<file path="src/rtl/rename_free_list_pkg.sv">
// rtl/rename_free_list_pkg.sv - shared sizes, types and pointer helper for the rename free list
// Contents: register-file sizing localparams, preg/count/pointer typedefs, ptr_add (mod-DEPTH add).
package rename_free_list_pkg;

  localparam int PHY_REG_NUM  = 64;
  localparam int ARCH_REG_NUM = 32;
  localparam int ALLOC_WIDTH  = 4;
  localparam int COMMIT_WIDTH = 4;

  localparam int DEPTH     = PHY_REG_NUM - ARCH_REG_NUM;
  localparam int PREG_W    = $clog2(PHY_REG_NUM);
  localparam int CNT_W     = $clog2(DEPTH + 1);
  localparam int PTR_W     = (DEPTH > 1) ? $clog2(DEPTH) : 1;
  localparam int ALLOC_CW  = $clog2(ALLOC_WIDTH + 1);
  localparam int COMMIT_CW = $clog2(COMMIT_WIDTH + 1);

  typedef logic [PREG_W-1:0]    preg_t;
  typedef logic [CNT_W-1:0]     cnt_t;
  typedef logic [PTR_W-1:0]     ptr_t;
  typedef logic [ALLOC_CW-1:0]  alloc_cnt_t;
  typedef logic [COMMIT_CW-1:0] commit_cnt_t;

  // DEPTH need not be a power of two, so wrap by compare-and-subtract.
  // base < DEPTH and inc <= DEPTH keep the sum below 2*DEPTH, so one
  // subtraction is always enough.
  function automatic ptr_t ptr_add(ptr_t base, logic [PTR_W:0] inc);
    logic [PTR_W:0] sum;
    sum = {1'b0, base} + inc;
    if (sum >= (PTR_W+1)'(DEPTH)) sum = sum - (PTR_W+1)'(DEPTH);
    return sum[PTR_W-1:0];
  endfunction

endpackage

</file>
<file path="src/rtl/rename_free_list_if.sv">
// rtl/rename_free_list_if.sv - rename/commit side bundle of the physical-register free list
// master: rename + ROB commit side (drives requests, frees, commits, flush)
// slave : free list (drives grant, allocated pregs and counters)
interface rename_free_list_if;
  import rename_free_list_pkg::*;

  logic                                flush_i;
  logic [ALLOC_WIDTH-1:0]              alloc_req_i;
  logic                                alloc_ready_o;
  preg_t [ALLOC_WIDTH-1:0]             alloc_preg_o;
  logic [COMMIT_WIDTH-1:0]             commit_alloc_i;
  logic [COMMIT_WIDTH-1:0]             free_valid_i;
  preg_t [COMMIT_WIDTH-1:0]            free_preg_i;
  cnt_t                                spec_cnt_o;
  cnt_t                                arch_cnt_o;

  modport master (
    output flush_i, alloc_req_i, commit_alloc_i, free_valid_i, free_preg_i,
    input  alloc_ready_o, alloc_preg_o, spec_cnt_o, arch_cnt_o
  );

  modport slave (
    input  flush_i, alloc_req_i, commit_alloc_i, free_valid_i, free_preg_i,
    output alloc_ready_o, alloc_preg_o, spec_cnt_o, arch_cnt_o
  );

endinterface

</file>
<file path="src/rtl/rename_free_list_lane_prefix_count.sv">
// rtl/rename_free_list_lane_prefix_count.sv - lane popcount with per-lane exclusive prefix ranks
// lanes in : per-lane valid bits
// count out: number of set lanes
// rank  out: for each lane, number of set lanes strictly below it
module lane_prefix_count #(
  parameter  int WIDTH = 4,
  localparam int CW    = $clog2(WIDTH + 1)
) (
  input  logic [WIDTH-1:0]         lanes,
  output logic [CW-1:0]            count,
  output logic [WIDTH-1:0][CW-1:0] rank
);

  logic [CW-1:0] acc;

  always_comb begin
    acc  = '0;
    rank = '0;
    for (int k = 0; k < WIDTH; k++) begin
      rank[k] = acc;
      acc     = acc + CW'(lanes[k]);
    end
    count = acc;
  end

endmodule

</file>
<file path="src/rtl/rename_free_list.sv">
// rtl/rename_free_list.sv - speculative physical-register free list with one-cycle flush recovery
// clk : clock, all state on rising edge
// rst : synchronous active-high reset
// fl  : rename_free_list_if.slave (alloc request/grant/pregs, commit, free, flush, counters)
module rename_free_list
  import rename_free_list_pkg::*;
(
  input logic              clk,
  input logic              rst,
  rename_free_list_if.slave fl
);

  preg_t mem [DEPTH];

  ptr_t spec_head, arch_head, tail;
  cnt_t spec_cnt, arch_cnt;
  ptr_t spec_head_n, arch_head_n, tail_n;
  cnt_t spec_cnt_n, arch_cnt_n;

  alloc_cnt_t                              alloc_n;
  logic [ALLOC_WIDTH-1:0][ALLOC_CW-1:0]    alloc_rank;
  commit_cnt_t                             free_m;
  logic [COMMIT_WIDTH-1:0][COMMIT_CW-1:0]  free_rank;
  commit_cnt_t                             commit_c;
  logic [COMMIT_WIDTH-1:0][COMMIT_CW-1:0]  commit_rank_unused;

  logic                    grant;
  preg_t [ALLOC_WIDTH-1:0] alloc_preg;

  lane_prefix_count #(.WIDTH(ALLOC_WIDTH)) u_alloc_cnt (
    .lanes (fl.alloc_req_i),
    .count (alloc_n),
    .rank  (alloc_rank)
  );

  lane_prefix_count #(.WIDTH(COMMIT_WIDTH)) u_free_cnt (
    .lanes (fl.free_valid_i),
    .count (free_m),
    .rank  (free_rank)
  );

  lane_prefix_count #(.WIDTH(COMMIT_WIDTH)) u_commit_cnt (
    .lanes (fl.commit_alloc_i),
    .count (commit_c),
    .rank  (commit_rank_unused)
  );

  // Grant only looks at registered spec_cnt: same-cycle frees are not
  // bypassed, so the grant path never depends on free_valid_i.
  assign grant = !fl.flush_i && (cnt_t'(alloc_n) <= spec_cnt);

  always_comb begin
    alloc_preg = '0;
    for (int k = 0; k < ALLOC_WIDTH; k++) begin
      if (fl.alloc_req_i[k])
        alloc_preg[k] = mem[ptr_add(spec_head, (PTR_W+1)'(alloc_rank[k]))];
    end
  end

  assign fl.alloc_ready_o = grant;
  assign fl.alloc_preg_o  = alloc_preg;
  assign fl.spec_cnt_o    = spec_cnt;
  assign fl.arch_cnt_o    = arch_cnt;

  // Flush copies the architectural state including this cycle's commit and
  // free, so speculative state is whole again on the next edge.
  always_comb begin
    arch_head_n = ptr_add(arch_head, (PTR_W+1)'(commit_c));
    arch_cnt_n  = arch_cnt + cnt_t'(free_m) - cnt_t'(commit_c);
    tail_n      = ptr_add(tail, (PTR_W+1)'(free_m));
    spec_head_n = spec_head;
    spec_cnt_n  = spec_cnt + cnt_t'(free_m);
    if (fl.flush_i) begin
      spec_head_n = arch_head_n;
      spec_cnt_n  = arch_cnt_n;
    end else if (grant) begin
      spec_head_n = ptr_add(spec_head, (PTR_W+1)'(alloc_n));
      spec_cnt_n  = spec_cnt + cnt_t'(free_m) - cnt_t'(alloc_n);
    end
  end

  always_ff @(posedge clk) begin
    if (rst) begin
      spec_head <= '0;
      arch_head <= '0;
      tail      <= '0;
      spec_cnt  <= cnt_t'(DEPTH);
      arch_cnt  <= cnt_t'(DEPTH);
      for (int i = 0; i < DEPTH; i++) mem[i] <= preg_t'(ARCH_REG_NUM + i);
    end else begin
      for (int j = 0; j < COMMIT_WIDTH; j++) begin
        if (fl.free_valid_i[j])
          mem[ptr_add(tail, (PTR_W+1)'(free_rank[j]))] <= fl.free_preg_i[j];
      end
      spec_head <= spec_head_n;
      arch_head <= arch_head_n;
      tail      <= tail_n;
      spec_cnt  <= spec_cnt_n;
      arch_cnt  <= arch_cnt_n;
    end
  end

  a_free_overflow: assert property (@(posedge clk) disable iff (rst)
    int'(spec_cnt) + int'(free_m) <= DEPTH);
  a_commit_underflow: assert property (@(posedge clk) disable iff (rst)
    int'(commit_c) <= int'(arch_cnt));
  a_cnt_order: assert property (@(posedge clk) disable iff (rst)
    (spec_cnt <= arch_cnt) && (int'(arch_cnt) <= DEPTH));

endmodule

</file>
<file path="src/flat_wrapper.sv">
// flat-port wrapper written by rule: the top's interface ports become plain ports
module rename_free_list_flat import rename_free_list_pkg::*;
  (clk, rst, fl_flush_i, fl_alloc_req_i, fl_commit_alloc_i, fl_free_valid_i, fl_free_preg_i, fl_alloc_ready_o, fl_alloc_preg_o, fl_spec_cnt_o, fl_arch_cnt_o);
  rename_free_list_if fl_i ();
  input logic clk;
  input logic rst;
  input wire logic [$bits(fl_i.flush_i)-1:0] fl_flush_i;
  input wire logic [$bits(fl_i.alloc_req_i)-1:0] fl_alloc_req_i;
  input wire logic [$bits(fl_i.commit_alloc_i)-1:0] fl_commit_alloc_i;
  input wire logic [$bits(fl_i.free_valid_i)-1:0] fl_free_valid_i;
  input wire logic [$bits(fl_i.free_preg_i)-1:0] fl_free_preg_i;
  output wire logic [$bits(fl_i.alloc_ready_o)-1:0] fl_alloc_ready_o;
  output wire logic [$bits(fl_i.alloc_preg_o)-1:0] fl_alloc_preg_o;
  output wire logic [$bits(fl_i.spec_cnt_o)-1:0] fl_spec_cnt_o;
  output wire logic [$bits(fl_i.arch_cnt_o)-1:0] fl_arch_cnt_o;
  assign fl_i.flush_i = fl_flush_i;
  assign fl_i.alloc_req_i = fl_alloc_req_i;
  assign fl_i.commit_alloc_i = fl_commit_alloc_i;
  assign fl_i.free_valid_i = fl_free_valid_i;
  assign fl_i.free_preg_i = fl_free_preg_i;
  assign fl_alloc_ready_o = fl_i.alloc_ready_o;
  assign fl_alloc_preg_o = fl_i.alloc_preg_o;
  assign fl_spec_cnt_o = fl_i.spec_cnt_o;
  assign fl_arch_cnt_o = fl_i.arch_cnt_o;
  rename_free_list u_core (.clk(clk), .rst(rst), .fl(fl_i));
endmodule
</file>
<file path="config.mk">
export PLATFORM = sky130hd
export DESIGN_NAME = rename_free_list_flat
export DESIGN_NICKNAME = d
export VERILOG_FILES = /design/src/rtl/rename_free_list_pkg.sv /design/src/rtl/rename_free_list_if.sv /design/src/rtl/rename_free_list_lane_prefix_count.sv /design/src/rtl/rename_free_list.sv /design/src/flat_wrapper.sv
export SDC_FILE = /design/constraint.sdc
export NUM_CORES = 1
export LEC_CHECK = 0
export CAP_MARGIN = 20
export CORE_MARGIN = 2
export CORE_UTILIZATION = 46
export DETAILED_ROUTE_END_ITERATION = 7
export PLACE_DENSITY_LB_ADDON = 0.1
export SETUP_SLACK_MARGIN = 0.05
export SKIP_CTS_REPAIR_TIMING = 1
export SYNTH_ARGS = -nofsm -noshare
export SYNTH_HDL_FRONTEND = slang
export SYNTH_HIERARCHICAL = 1
export SYNTH_SLANG_ARGS = --single-unit
export TNS_END_PERCENT = 50
</file>
<file path="constraint.sdc">
create_clock -name clk -period 6.8 [get_ports clk]
set_clock_uncertainty 0.2 [all_clocks]
set_input_delay 2.04 -clock clk [delete_from_list [all_inputs] [get_ports clk]]
set_output_delay 2.04 -clock clk [all_outputs]
set_load 0.02 [all_outputs]
</file>
## Word-level counts from Yosys, hierarchy flattened

Memories as Yosys holds them, arrays and structs flattened.
Index checks and enable logic that the tools add are counted.
Widths: inputs -> output; s select.

- Flip-flop bits (word level): 27
- Memory bits (writable): 192
- Input bits: 39
- Output and inout port bits: 37
- Logic and storage cells: 115
- Memories: 1

- $add $sub $neg: 33
- $lt $le $gt $ge: 12
- Muxes and demuxes: 57
- Reductions and logical operators: 7

Memory list:

| name | words | width | read ports | clocked after Yosys merged registers in | write ports | RTL line | source |
|---|---|---|---|---|---|---|---|
| u_core.mem | 32 | 6 | 4 | 0 | 32 | rename_free_list.sv:13 | `preg_t mem [DEPTH];` |

Operators with widths:

| cell | count |
|---|---|
| $mux 5 | 29 |
| $mux 6 | 10 |
| $sub 5x1->5 const B | 11 |
| $ge 6x6->1 const B | 9 |
| $add 5x3->6 | 5 |
| $reduce_or 6->1 | 4 |
| $mux 1 | 18 |
| $add 5x1->6 | 2 |
| $add 5x2->6 | 2 |
| $add 6x3->6 | 2 |
| $ge 5x6->1 const B | 2 |
| $sub 6x3->6 | 2 |
| $add 2x1->3 | 3 |
| $add 3x1->3 | 3 |
| $add 1x1->2 | 3 |
| $le 3x6->1 | 1 |
| $reduce_bool 2->1 | 1 |
| $logic_and 1x1->1 | 1 |
| $logic_not 1->1 | 1 |

## Logic depth before layout (Yosys ltp)

- Word-level depth: 8
- Depth in mapped cells: 17

## Cells and area by module

The synthesis kept the hierarchy.

By module, submodules not included:

| module | times used | cells an instance | area each (um2) |
|---|---|---|---|
| rename_free_list | 1 | 2429 | 23003.3 |
| lane_prefix_count | 3 | 24 | 183.9 |

## Worst setup path before layout

OpenSTA, ideal clock, no wires.

- Path type: input port to output port
- Start: in fl_alloc_req_i[0]
- End: out fl_alloc_preg_o[22]
- Arrival: 4949 ps
- Required time: 4560 ps
- Setup slack: -389 ps
- Stages: 11
- Cells stage by stage: inv_1 -> fa_1 -> inv_1 -> ha_1 -> fa_1 -> clkbuf_1 -> clkbuf_1 -> mux4_2 -> a211oi_1 -> a21oi_1 -> a22o_1

RTL lines:

| item | RTL line | source |
|---|---|---|
| start, declared | flat_wrapper.sv:8 | `input wire logic [$bits(fl_i.alloc_req_i)-1:0] fl_alloc_req_i;` |
| end, declared | flat_wrapper.sv:13 | `output wire logic [$bits(fl_i.alloc_preg_o)-1:0] fl_alloc_preg_o;` |

==> results.md <==
* Setup slack after layout at -0.499 ns
* Reported net switching power at 4.71 mW
* Vert. Die Dim at roughly 230 µm
* Violated checks: negative setup slack
* Synth-to-layout area growth at 17.5%
* Path depth of the worst reg2reg path at 7
* All-Layer GR Usage at 0.454
* Number of filler instances in the final layout at roughly 4.5k
* Port buffer count at 75
* CTS tree: built
* Net switching fraction of the power at 0.471
* Clk sinks at 219
* HPWL after DPL at 92900 µm
* Max clock buf depth at 3
* Class of the tightest hold or removal check: flip-flop to flip-flop
* Post-DR wirelength/cell at ~38 µm
* Top achievable clock speed at between 100 and 150 MHz
* Synth Warn # at 6
* Initial antenna violation count at 8
* Sum of negative setup slack at -4.05 ns
* Highest cell delay on the worst timing path at approximately 0.71 ns
* Combinational share of power at 0.675
* Max-cap check violation count at 0
* Post-route DRC at 0
* Clock-pin slew reported for the worst setup and hold paths after clock tree synthesis at 0.06 ns
* Peak supply drop at around 0.3 mV
* Rows at 82
* Relative contribution of the clock network to total power at 0.133
* Top sig layer: met5
* Via count of the first global-routing pass at ~23k
* CP arrival at 5.06 ns
* Crit-path leading delay family: adder cells
* FF/Latch Area at 0.00631 mm²
* Buf/Inv on CP at 6
* Hold Vio Cnt, Final at 0
* Buffer type at the clock tree root: sky130_fd_sc_hd__clkbuf_16
* Required time of the critical path at 4.56 ns
* Min Clock Period, post-route at 7.30 ns
* Number of placed cells counting well taps at 3247
* Average size of a mapped cell at ~9.4 µm²
* Drt first-iter violations at 4405
* Die outline area at 0.0529 mm²
* Total leakage power at around 9.3 nW
* Post-detailed-route via-to-cell ratio at 7.55
* Met3 WL at 19600 µm
* Die W at 230 µm
* Largest fanout on the critical path at 8
* Post-layout nets at 2736
* Detailed route wirelength on metal2 at 49000 µm
* Initial Util at 0.467
* Rel. slew slack at 0.159
* Power per unit of standard cell area at 363 mW/mm²
* Clock Latency Late Sink at roughly 0.53 ns
* Wire length the detailed router placed on met1 at ~46000 µm
* GPL Wtd Cong at ~1.1
* Slowest CP cell: sky130_fd_sc_hd__fa_2
* Max H-tree Level at 1
* Setup violators final at 13
* Gate count of the mapped netlist at 2491
* Routed via count at approximately 25k
* Final worst-path cycle share at 1.07
* Share of total power in sequential cells at 0.192
* Unrepaired setup endpoints after global routing: yes
* Measured slew at the worst slew-check pin at 1.25 ns
* Total CTS buffers at 25
* Post-layout power at roughly 10 mW
* Number of standard cells in the final layout excluding fillers at 3309
* I/O pin cnt at 76
* Core region area at 0.0503 mm²
* Critical Setup Path Class: primary input to output port
* Run status: finished with violations
* Category of the worst setup path capture point: output port
* Number of iterations in the first detailed-routing pass at 7
* Cell-by-cell listing of the critical path: buf_2 -> inv_2 -> fa_1 -> inv_2 -> ha_4 -> fa_2 -> buf_6 -> clkbuf_16 -> mux4_2 -> mux2i_1 -> a21oi_1 -> a22o_1 -> buf_6
* Total gr overflow at 0
* Area of combinational cells with multiple inputs at 0.0162 mm²
* Final core occ at 0.549
* Netlist area before placement at 0.0235 mm²
* Kind of start point of the critical path: primary input
* Internal power component at 5.29 mW
* Largest net degree at the start of global routing at 37
* Final Max Slew Viols at 0
* Share of final-layout standard cells stronger than drive strength 1 at 0.251
* CP Depth at 13
* Total wire length at 124000 µm
* Hold-critical path depth at 2
* First-pass GRT wire length at 170000 µm
* Post-route antenna net violation count at 0
[registers in the layout, summed over array words and instances (netlist names)]
name / flops
u_core/arch_head: 5
u_core/fl.arch_cnt_o: 6
u_core/fl.spec_cnt_o: 6
u_core/mem: 192
u_core/spec_head: 5
u_core/tail: 5
[worst min-delay path, stage by stage, from the launching register on]
cell and delay, ns:
sky130_fd_sc_hd__dfxtp_1 0.32, sky130_fd_sc_hd__xor2_1 0.10, sky130_fd_sc_hd__nor2_1 0.09
[layer usage]
| metal | vias to the layer above | track usage |
|---|---|---|
| li1 | 10100 | - |
| met3 | 564 | 0.176 |
| met1 | 12000 | 0.605 |
| met5 | - | 0 |
| met4 | 2 | 0.265 |
| met2 | 2320 | 0.625 |
[through the flow]
step | cell area [µm²] | worst slack (ns) | hold WS (ns)
after floorplan | 23600 | -0.0993 | 0.273
after global placement | 26400 | -1.21 | 0.331
after detailed placement | 26400 | -1.18 | 0.329
after CTS | 27200 | -1.21 | 0.349
after global routing | 27600 | -0.486 | 0.405
final | 27600 | -0.499 | 0.341
[power groups by stage]
| stage | Sequential, mW | Combinational, mW | Clock (mW) |
|---|---|---|---|
| after floorplan | 1.85 | 3.81 | 0 |
| after global placement | 1.92 | 6.13 | 0 |
| after detailed placement | 1.93 | 6.20 | 0 |
| after CTS | 1.91 | 6.22 | 1.33 |
| after global routing | 1.93 | 6.98 | 1.39 |
| final | 1.92 | 6.75 | 1.33 |
[placed cells by master, fill, tap and decap left out, types with 46 or more instances in the layout]
cell,n
sky130_fd_sc_hd__buf_4,232
sky130_fd_sc_hd__nor2_1,231
sky130_fd_sc_hd__mux4_2,192
sky130_fd_sc_hd__edfxtp_1,192
sky130_fd_sc_hd__nand2_1,149
sky130_fd_sc_hd__a21oi_1,129
sky130_fd_sc_hd__a31oi_1,116
sky130_fd_sc_hd__o21ai_0,114
sky130_fd_sc_hd__nand3_1,111
sky130_fd_sc_hd__o211ai_1,85
sky130_fd_sc_hd__o22ai_1,71
sky130_fd_sc_hd__inv_1,68
sky130_fd_sc_hd__nor2b_1,67
sky130_fd_sc_hd__ha_1,52
sky130_fd_sc_hd__clkdlybuf4s50_1,46
sky130_fd_sc_hd__mux2i_1,46
[layout make-up]
| type | count | area share |
|---|---|---|
| clock buffers | 33 | 0.0245 |
| repair buffers | 343 | 0.114 |
| multi-input cells | 1948 | 0.587 |
| well taps | 672 | 0.0305 |
| clock inverters | 12 | 0.00490 |
| diodes | 3 | 0.000272 |
| inverters | 79 | 0.0108 |
| flip-flops and latches | 219 | 0.229 |
[final timing paths]
kind / from / end / slack (ns)
max: fl_alloc_req_i[1] / fl_alloc_preg_o[20] / -0.50
min: u_core/arch_head[4] / u_core/arch_head[4] / 0.34
max reg2reg: u_core/tail[1] / u_core/mem[13][2] / 2.55
min reg2reg: u_core/arch_head[4] / u_core/arch_head[4] / 0.34
Power figures use the tool's default switching activity.
